==> src/rtl/sample_func_if.sv <==
// Message/status bundle for the sample_func pairwise factor node.
// The slave modport is the factor node; the master side drives messages and Stop.
interface sample_func_if;
    logic       Stop;
    logic [7:0] varA0In;
    logic [7:0] varA1In;
    logic [7:0] varB0In;
    logic [7:0] varB1In;
    logic [7:0] funA0;
    logic [7:0] funA1;
    logic [7:0] funB0;
    logic [7:0] funB1;
    logic       Busy;
    logic       Updated;
    logic       Converged;
    logic [7:0] Iter;

    modport master (
        output Stop, varA0In, varA1In, varB0In, varB1In,
        input  funA0, funA1, funB0, funB1, Busy, Updated, Converged, Iter
    );

    modport slave (
        input  Stop, varA0In, varA1In, varB0In, varB1In,
        output funA0, funA1, funB0, funB1, Busy, Updated, Converged, Iter
    );
endinterface

==> src/rtl/sample_func.sv <==
// Pairwise min-sum factor node with a fixed 2x2 cost table, 5-cycle capture-to-idle pipeline.
// Optional SAMPLE_FUNC_DAMP_EN: outputs are damped as (old+new+1)>>1 instead of written directly.
module sample_func #(
    parameter logic [7:0] P00 = 8'd0,
    parameter logic [7:0] P01 = 8'd4,
    parameter logic [7:0] P10 = 8'd4,
    parameter logic [7:0] P11 = 8'd0
) (
    input logic          Clk,
    input logic          Reset,
    sample_func_if.slave bus
);

    typedef enum logic [2:0] {StIdle, StSum, StMin, StNorm, StUpd} state_e;

    // Indexed [x][y]: x is the A state, y is the B state.
    localparam logic [1:0][1:0][7:0] Cost = {P11, P10, P01, P00};

    state_e state_q, state_d;
    logic   capture;
    logic   dirty_q;

    logic [1:0][7:0]      in_a, in_b;
    logic [1:0][7:0]      cap_a_q, cap_b_q;
    logic [1:0][1:0][7:0] cand_a_q, cand_b_q;
    logic [1:0][7:0]      min_a_q, min_b_q;
    logic [1:0][7:0]      norm_a_q, norm_b_q;
    logic [1:0][7:0]      wr_a, wr_b;
    logic [1:0][7:0]      fun_a_q, fun_b_q;
    logic                 updated_q, converged_q;
    logic [7:0]           iter_q;

    function automatic logic [7:0] sat_add(input logic [7:0] x, input logic [7:0] y);
        logic [8:0] s;
        s = {1'b0, x} + {1'b0, y};
        return s[8] ? 8'hFF : s[7:0];
    endfunction

    function automatic logic [7:0] min8(input logic [7:0] x, input logic [7:0] y);
        return (x < y) ? x : y;
    endfunction

    assign in_a = {bus.varA1In, bus.varA0In};
    assign in_b = {bus.varB1In, bus.varB0In};

    always_comb begin
        state_d = state_q;
        capture = 1'b0;
        unique case (state_q)
            StIdle: begin
                if (!bus.Stop && (dirty_q || in_a != cap_a_q || in_b != cap_b_q)) begin
                    capture = 1'b1;
                    state_d = StSum;
                end
            end
            StSum:   state_d = StMin;
            StMin:   state_d = StNorm;
            StNorm:  state_d = StUpd;
            StUpd:   state_d = StIdle;
            default: state_d = StIdle;
        endcase
    end

    // Value written at UPD; the damped form blends with the current output.
    always_comb begin
        wr_a = norm_a_q;
        wr_b = norm_b_q;
`ifdef SAMPLE_FUNC_DAMP_EN
        for (int i = 0; i < 2; i++) begin
            wr_a[i] = 8'((9'(fun_a_q[i]) + 9'(norm_a_q[i]) + 9'd1) >> 1);
            wr_b[i] = 8'((9'(fun_b_q[i]) + 9'(norm_b_q[i]) + 9'd1) >> 1);
        end
`else
        wr_a = norm_a_q;
        wr_b = norm_b_q;
`endif
    end

    always_ff @(posedge Clk) begin
        if (Reset) begin
            state_q     <= StIdle;
            dirty_q     <= 1'b1;
            cap_a_q     <= '0;
            cap_b_q     <= '0;
            fun_a_q     <= '0;
            fun_b_q     <= '0;
            updated_q   <= 1'b0;
            converged_q <= 1'b0;
            iter_q      <= '0;
        end else begin
            state_q   <= state_d;
            updated_q <= 1'b0;
            if (capture) begin
                cap_a_q <= in_a;
                cap_b_q <= in_b;
                dirty_q <= 1'b0;
            end
            if (state_q == StUpd) begin
                fun_a_q     <= wr_a;
                fun_b_q     <= wr_b;
                updated_q   <= 1'b1;
                converged_q <= (wr_a == fun_a_q) && (wr_b == fun_b_q);
                if (iter_q != 8'hFF) begin
                    iter_q <= iter_q + 8'd1;
                end
            end
        end
    end

    // Datapath stages; contents are only consumed in their matching FSM state.
    always_ff @(posedge Clk) begin
        if (state_q == StSum) begin
            for (int x = 0; x < 2; x++) begin
                for (int y = 0; y < 2; y++) begin
                    cand_a_q[x][y] <= sat_add(Cost[x][y], cap_b_q[y]);
                    cand_b_q[x][y] <= sat_add(Cost[x][y], cap_a_q[x]);
                end
            end
        end
        if (state_q == StMin) begin
            for (int i = 0; i < 2; i++) begin
                min_a_q[i] <= min8(cand_a_q[i][0], cand_a_q[i][1]);
                min_b_q[i] <= min8(cand_b_q[0][i], cand_b_q[1][i]);
            end
        end
        if (state_q == StNorm) begin
            for (int i = 0; i < 2; i++) begin
                norm_a_q[i] <= min_a_q[i] - min8(min_a_q[0], min_a_q[1]);
                norm_b_q[i] <= min_b_q[i] - min8(min_b_q[0], min_b_q[1]);
            end
        end
    end

    assign bus.funA0     = fun_a_q[0];
    assign bus.funA1     = fun_a_q[1];
    assign bus.funB0     = fun_b_q[0];
    assign bus.funB1     = fun_b_q[1];
    assign bus.Busy      = (state_q != StIdle);
    assign bus.Updated   = updated_q;
    assign bus.Converged = converged_q;
    assign bus.Iter      = iter_q;

endmodule
==> src/flat_wrapper.sv <==
// flat-port wrapper written by rule: the top's interface ports become plain ports
module sample_func_flat 
#(
    parameter logic [7:0] P00 = 8'd0,
    parameter logic [7:0] P01 = 8'd4,
    parameter logic [7:0] P10 = 8'd4,
    parameter logic [7:0] P11 = 8'd0
)
  (Clk, Reset, bus_Stop, bus_varA0In, bus_varA1In, bus_varB0In, bus_varB1In, bus_funA0, bus_funA1, bus_funB0, bus_funB1, bus_Busy, bus_Updated, bus_Converged, bus_Iter);
  sample_func_if bus_i ();
  input logic Clk;
  input logic Reset;
  input wire logic [$bits(bus_i.Stop)-1:0] bus_Stop;
  input wire logic [$bits(bus_i.varA0In)-1:0] bus_varA0In;
  input wire logic [$bits(bus_i.varA1In)-1:0] bus_varA1In;
  input wire logic [$bits(bus_i.varB0In)-1:0] bus_varB0In;
  input wire logic [$bits(bus_i.varB1In)-1:0] bus_varB1In;
  output wire logic [$bits(bus_i.funA0)-1:0] bus_funA0;
  output wire logic [$bits(bus_i.funA1)-1:0] bus_funA1;
  output wire logic [$bits(bus_i.funB0)-1:0] bus_funB0;
  output wire logic [$bits(bus_i.funB1)-1:0] bus_funB1;
  output wire logic [$bits(bus_i.Busy)-1:0] bus_Busy;
  output wire logic [$bits(bus_i.Updated)-1:0] bus_Updated;
  output wire logic [$bits(bus_i.Converged)-1:0] bus_Converged;
  output wire logic [$bits(bus_i.Iter)-1:0] bus_Iter;
  assign bus_i.Stop = bus_Stop;
  assign bus_i.varA0In = bus_varA0In;
  assign bus_i.varA1In = bus_varA1In;
  assign bus_i.varB0In = bus_varB0In;
  assign bus_i.varB1In = bus_varB1In;
  assign bus_funA0 = bus_i.funA0;
  assign bus_funA1 = bus_i.funA1;
  assign bus_funB0 = bus_i.funB0;
  assign bus_funB1 = bus_i.funB1;
  assign bus_Busy = bus_i.Busy;
  assign bus_Updated = bus_i.Updated;
  assign bus_Converged = bus_i.Converged;
  assign bus_Iter = bus_i.Iter;
  sample_func #(.P00(P00), .P01(P01), .P10(P10), .P11(P11)) u_core (.Clk(Clk), .Reset(Reset), .bus(bus_i));
endmodule
==> config.mk <==
export PLATFORM = sky130hd
export DESIGN_NAME = sample_func_flat
export DESIGN_NICKNAME = d
export VERILOG_FILES = /design/src/rtl/sample_func_if.sv /design/src/rtl/sample_func.sv /design/src/flat_wrapper.sv
export SDC_FILE = /design/constraint.sdc
export NUM_CORES = 1
export LEC_CHECK = 0
export BUFFER_PORTS_ARGS = -buffer_cell sky130_fd_sc_hd__buf_4
export CAP_MARGIN = 40
export CORE_ASPECT_RATIO = 1.25
export CORE_MARGIN = 2
export CORE_UTILIZATION = 45
export DETAILED_ROUTE_END_ITERATION = 16
export SLEW_MARGIN = 20
export SYNTH_ARGS = -nofsm -noshare
export SYNTH_HDL_FRONTEND = slang
export SYNTH_SLANG_ARGS = --single-unit
==> constraint.sdc <==
create_clock -name Clk -period 11.25 [get_ports Clk]
set_input_delay 0.5625 -clock Clk [delete_from_list [all_inputs] [get_ports Clk]]
set_output_delay 0.5625 -clock Clk [all_outputs]
set_load 0.005 [all_outputs]
Word level (Yosys, flattened, before mapping). Cells that the tools add are included.

Register bits after elaboration: 206. Input port bits: 35. Output and inout port bits: 43. Word-level logic and storage cells: 73.

$add $sub $neg: 9. $lt $le $gt $ge: 6. Equal/unequal tests: 10. Muxes and demuxes: 11. Reduce and logical (&&, ||, !) cells: 8.

Operators by type and width (number): < comparator 8 bit (6); 2-to-1 mux 8 bit (6); adder 3 x 8 -> 9 bit (first input constant) (4); == test 16 bit (2); inequality test 16 bit (2); subtractor 8 bit (4); case mux 3 bit (4 select lines) (1); adder 8 x 1 -> 8 bit (second input constant) (1); inequality test 8 bit (second input constant) (1); == test 3 x 2 -> 1 bit (second input constant) (2); == test 3 x 1 -> 1 bit (second input constant) (1); == test 3 bit (second input constant) (1); zero test 3 bit (1); 2-to-1 mux 1 bit (3); 2-to-1 mux 3 bit (1); nonzero test 3 bit (1); logical AND 1 bit (2); logical OR 1 bit (2); inequality test 2 x 1 -> 1 bit (second input constant) (1); AND reduction 2 bit (1); zero test 1 bit (1).

Logic depth before layout (Yosys ltp).
Depth after elaboration: 6. Mapped depth: 17. Mapped depth without buffers: 15.

Worst setup path after synthesis. OpenSTA, ideal clock, no wires.

Path kind: register to register. From: reg u_core.state_q[0]. To: reg u_core.cand_a_q[0] (netlist name), enable pin. Setup time: 578 ps. Arrival time: 5218 ps. Data required time: 10672 ps. Path slack: 5454 ps. Cell stages (with the launch flop): 3. Buffers on the path: 1. Period minus slack after synthesis: 5796 ps. Cells stage by stage: dfxtp_1 clkbuf_1 nor3b_1.

Cells in the longest elaborated chain, start to end: 1.

Ends and longest elaborated chain: start, declared (RTL line sample_func.sv:19) `state_e state_q, state_d;`; start signal, assigned (RTL line sample_func.sv:81) `state_q <= StIdle;`; start signal, assigned (RTL line sample_func.sv:91) `state_q <= state_d;`; == test 3 x 1 -> 1 bit (RTL line sample_func.sv:112) `if (state_q == StSum) begin`; end signal, assigned by index (RTL line sample_func.sv:115) `cand_a_q[x][y] <= sat_add(Cost[x][y], cap_b_q[y]);`; end, declared (RTL line sample_func.sv:25) `logic [1:0][1:0][7:0] cand_a_q, cand_b_q;`.

No other way between the ends. A chain may end at the register's enable or synchronous reset.

Worst setup path after layout.
From: reg u_core.min_a_q[2] (netlist name). To: reg u_core.norm_a_q[7] (netlist name), data pin.

Cells in the longest elaborated chain, start to end: 3.

Ends and longest elaborated chain: start, declared (RTL line sample_func.sv:26) `logic [1:0][7:0] min_a_q, min_b_q;`; start signal, assigned by index (RTL line sample_func.sv:122) `min_a_q[i] <= min8(cand_a_q[i][0], cand_a_q[i][1]);`; < comparator 8 bit (RTL line sample_func.sv:40) `return (x < y) ? x : y;`; 2-to-1 mux 8 bit (RTL line sample_func.sv:40); subtractor 8 bit * (RTL line sample_func.sv:128) `norm_a_q[i] <= min_a_q[i] - min8(min_a_q[0], min_a_q[1]);`; end signal, assigned by index (RTL line sample_func.sv:128); end, declared (RTL line sample_func.sv:27) `logic [1:0][7:0] norm_a_q, norm_b_q;`.

Every way passes the cells marked *; elsewhere a longest branch is shown, timed or not.

==> impl_metrics.env <==
export IMPL_status="complete, no violations"
export IMPL_drt_total_wl_um=22060
export IMPL_nets=1236
export IMPL_wl_met3_um=837
export IMPL_period_needed_ns=4.041
export IMPL_synthAdderAreaFrac=0.07362
export IMPL_final_util=0.5275
export IMPL_synth_edf_count=128
export IMPL_port_buffers=77
export IMPL_insertion_delay_ns=0.50
export IMPL_ant_nets=0
export IMPL_synthFlopType="edfxtp_1"
export IMPL_drv_slew=0
export IMPL_peakVddDrop_uv=108.7
export IMPL_synth_compound_gate_area_share=0.1243
export IMPL_dp_hpwl_um=16150
export IMPL_ys_seq_area_frac=0.4954
export IMPL_synth_seq_cells=206
export IMPL_critical_path_startpoint_type="flop"
export IMPL_synth_avg_cell_area_sq_um=10.12
export IMPL_dr_wl_met2_um=10700
export IMPL_die_area_sq_um=25520
export IMPL_start_util=0.4583
export IMPL_gp_congestion=0.8831
export IMPL_cts_path_max_buffers=3
export IMPL_cts_sinks=206
export IMPL_grt_usage=0.1761
export IMPL_synth_xor_area_frac=0.07385
export IMPL_drive_above_1_share=0.1494
export IMPL_cts_tree="done"
export IMPL_finalHoldViolations=0
export IMPL_grt_pass1_vias=7236
export IMPL_post_cts_resized=0
export IMPL_syn_nets=1172
export IMPL_die_x_um=143.3
export IMPL_setup_tns_ns=0
export IMPL_drc=0
export IMPL_num_rows=63
export IMPL_crit_required_ns=11.60
export IMPL_fill_cells=2198
export IMPL_relSlewSlack=0.4740
export IMPL_synth_top_family_by_area="simple AND/OR/NAND/NOR gates"
export IMPL_vias=7647
export IMPL_clkTransAtPathRegs_ns=0.06
export IMPL_leakagePower_nw=4.942
export IMPL_cts_buffers=23
export IMPL_fin_skew_ns=0.01276
export IMPL_grt_pass1_wl_um=36580
export IMPL_timing_final_crit_share=0.3592
export IMPL_vias_per_cell=5.156
export IMPL_die_h_um=178.1
export IMPL_path_max_fanout=17
export IMPL_synth_simple_area_share=0.1478
export IMPL_hp_class="in2reg"
export IMPL_p_per_area_nw_per_um2=160.8
export IMPL_tightest_slew_ns=0.7891
export IMPL_yosys_warnings=0
export IMPL_synth_area_mux_share=0.04346
export IMPL_gr_total_overflow=0
export IMPL_wl_per_cell_um=14.87
export IMPL_crit_type="reg2reg"
export IMPL_grt_start_max_net_pins=79
export IMPL_max_freq_mhz=247.4
export IMPL_setup_violations_final=0
export IMPL_async_flop_share=0
export IMPL_root_buffer="clkbuf_16"
export IMPL_critPathCaptureType="flop"
export IMPL_reg2reg_slack_ns=7.21
export IMPL_core_sq_um=23810
export IMPL_post_cts_buffers=0
export IMPL_cp_arrival_ns=4.39
export IMPL_antenna_found_initial=0
export IMPL_wl_met1_um=9909
export IMPL_drt_iter0_markers=360
export IMPL_yosysUniqueCellTypes=61
export IMPL_syn_area_sq_um=10910
export IMPL_drt_pass1_iterations=4
export IMPL_synthCells=1078
export IMPL_highest_layer="met4"
export IMPL_io_pins=78
export IMPL_grt_setup_unrepaired="false"
export IMPL_maxCapViolations=0
export IMPL_cts_max_level=1
export IMPL_cts_hold_buf=0
export IMPL_area_delta_synth_final_pct=15.10
export IMPL_diodes=0
-- cells by family (layout without fill, tap and decap cells) --
family	after synthesis	after routing
buffers and inverters	108	188
XOR/XNOR	92	92
multiplexers	38	38
AO/OA/AOI/OAI	227	227
AND/OR/NAND/NOR	342	342
flip-flops	206	206
adder cells (fa/ha/maj)	65	65
-- registers in the layout, indices dropped and copies added, names as in the netlist --
name	cells
u_core.min_b_q	16
u_core.cand_b_q	32
u_core.bus.Converged	1
u_core.bus.Updated	1
u_core.min_a_q	16
u_core.norm_b_q	16
u_core.bus.funB1	8
u_core.bus.funB0	8
u_core.bus.Iter	8
u_core.state_q	3
u_core.cap_b_q	16
u_core.norm_a_q	16
u_core.bus.funA1	8
u_core.cand_a_q	32
u_core.bus.funA0	8
u_core.dirty_q	1
u_core.cap_a_q	16
-- cell usage after synthesis, types with 16 or more instances --
cell type  number  area, sq um
nand2_1       140        525.5
edfxtp_1      128         3844
a21oi_1       116        580.6
dfxtp_1        78         1562
inv_1          62        232.7
ha_1           59        738.2
xnor2_1        55        481.7
nand3_1        48        240.2
nor2_1         48        180.2
xor2_1         37        324.1
o21ai_0        33        165.2
clkbuf_1       28        105.1
nand2b_1       26        162.7
mux2_2         18        202.7
nand4_1        18        112.6
a21o_1         16        120.1
nor3_1         16        80.08
-- stage by stage --
step	cell area [sq um]	worst slack, ns	total power [mW]	hold WS, ns	std cells
5_1_grt	12560	6.793	2.124	0.3286	1483
6_report	12560	7.209	2.019	0.3330	1483
3_3_place_gp	11740	7.316	1.279	0.4357	1440
4_1_cts	12530	7.183	2.044	0.3131	1482
2_1_floorplan	10910	5.454	1.197	0.4029	1078
3_5_place_dp	11760	7.235	1.286	0.4460	1441
-- worst max-delay path, stage by stage (launching register included) --
cell	delay [ns]
edfxtp_1	0.43
ha_1	0.34
a21oi_1	0.14
o21ai_0	0.11
a31oi_1	0.30
o21a_1	0.53
o21ai_0	0.21
ha_1	0.28
maj3_2	0.33
a221oi_1	0.44
o21ai_1	0.14
a21oi_1	0.18
mux2_1	0.33
a21oi_1	0.14
-- power breakdown --
group	switching [mW]	internal, mW
logic	0.195	0.156
clock network	0.298	0.454
registers	0.0439	0.873
-- final cells by class --
cell class / count / area, sq um / share of cell area
timing repair buffer: 85 / 678.2 / 0.05400
clock inverter: 8 / 72.57 / 0.005779
sequential: 206 / 5405 / 0.4304
inverter: 62 / 232.7 / 0.01853
multi-input combinational: 764 / 5067 / 0.4035
clock buffer: 33 / 695.7 / 0.05539
tap: 325 / 406.6 / 0.03238
-- placed cells by master, fill, tap and decap left out, types with 37 or more instances in the layout --
cell / Yosys / layout
a21oi_1: 116 / 116
buf_4: 0 / 83
dfxtp_1: 78 / 78
edfxtp_1: 128 / 128
ha_1: 59 / 59
inv_1: 62 / 62
nand2_1: 140 / 140
nand3_1: 48 / 48
nor2_1: 48 / 48
xnor2_1: 55 / 55
xor2_1: 37 / 37
-- layer usage --
layer  up-vias  global-route usage
met5         -                   0
met4         0             0.05474
met3        47             0.02309
met2       138              0.2965
met1      3518              0.2368
li1       3944                   -
-- worst paths after layout --
kind	startpoint	to	cells past startpoint
worst max-delay path	u_core.min_a_q[2]	u_core.norm_a_q[7]	13
worst min register to register	u_core.bus.Converged	u_core.bus.Converged	2
worst min-delay path	bus_varA1In[0]	u_core.cap_a_q[8]	3
worst max register to register	u_core.min_a_q[2]	u_core.norm_a_q[7]	13
(Power assumes the default switching activity.)
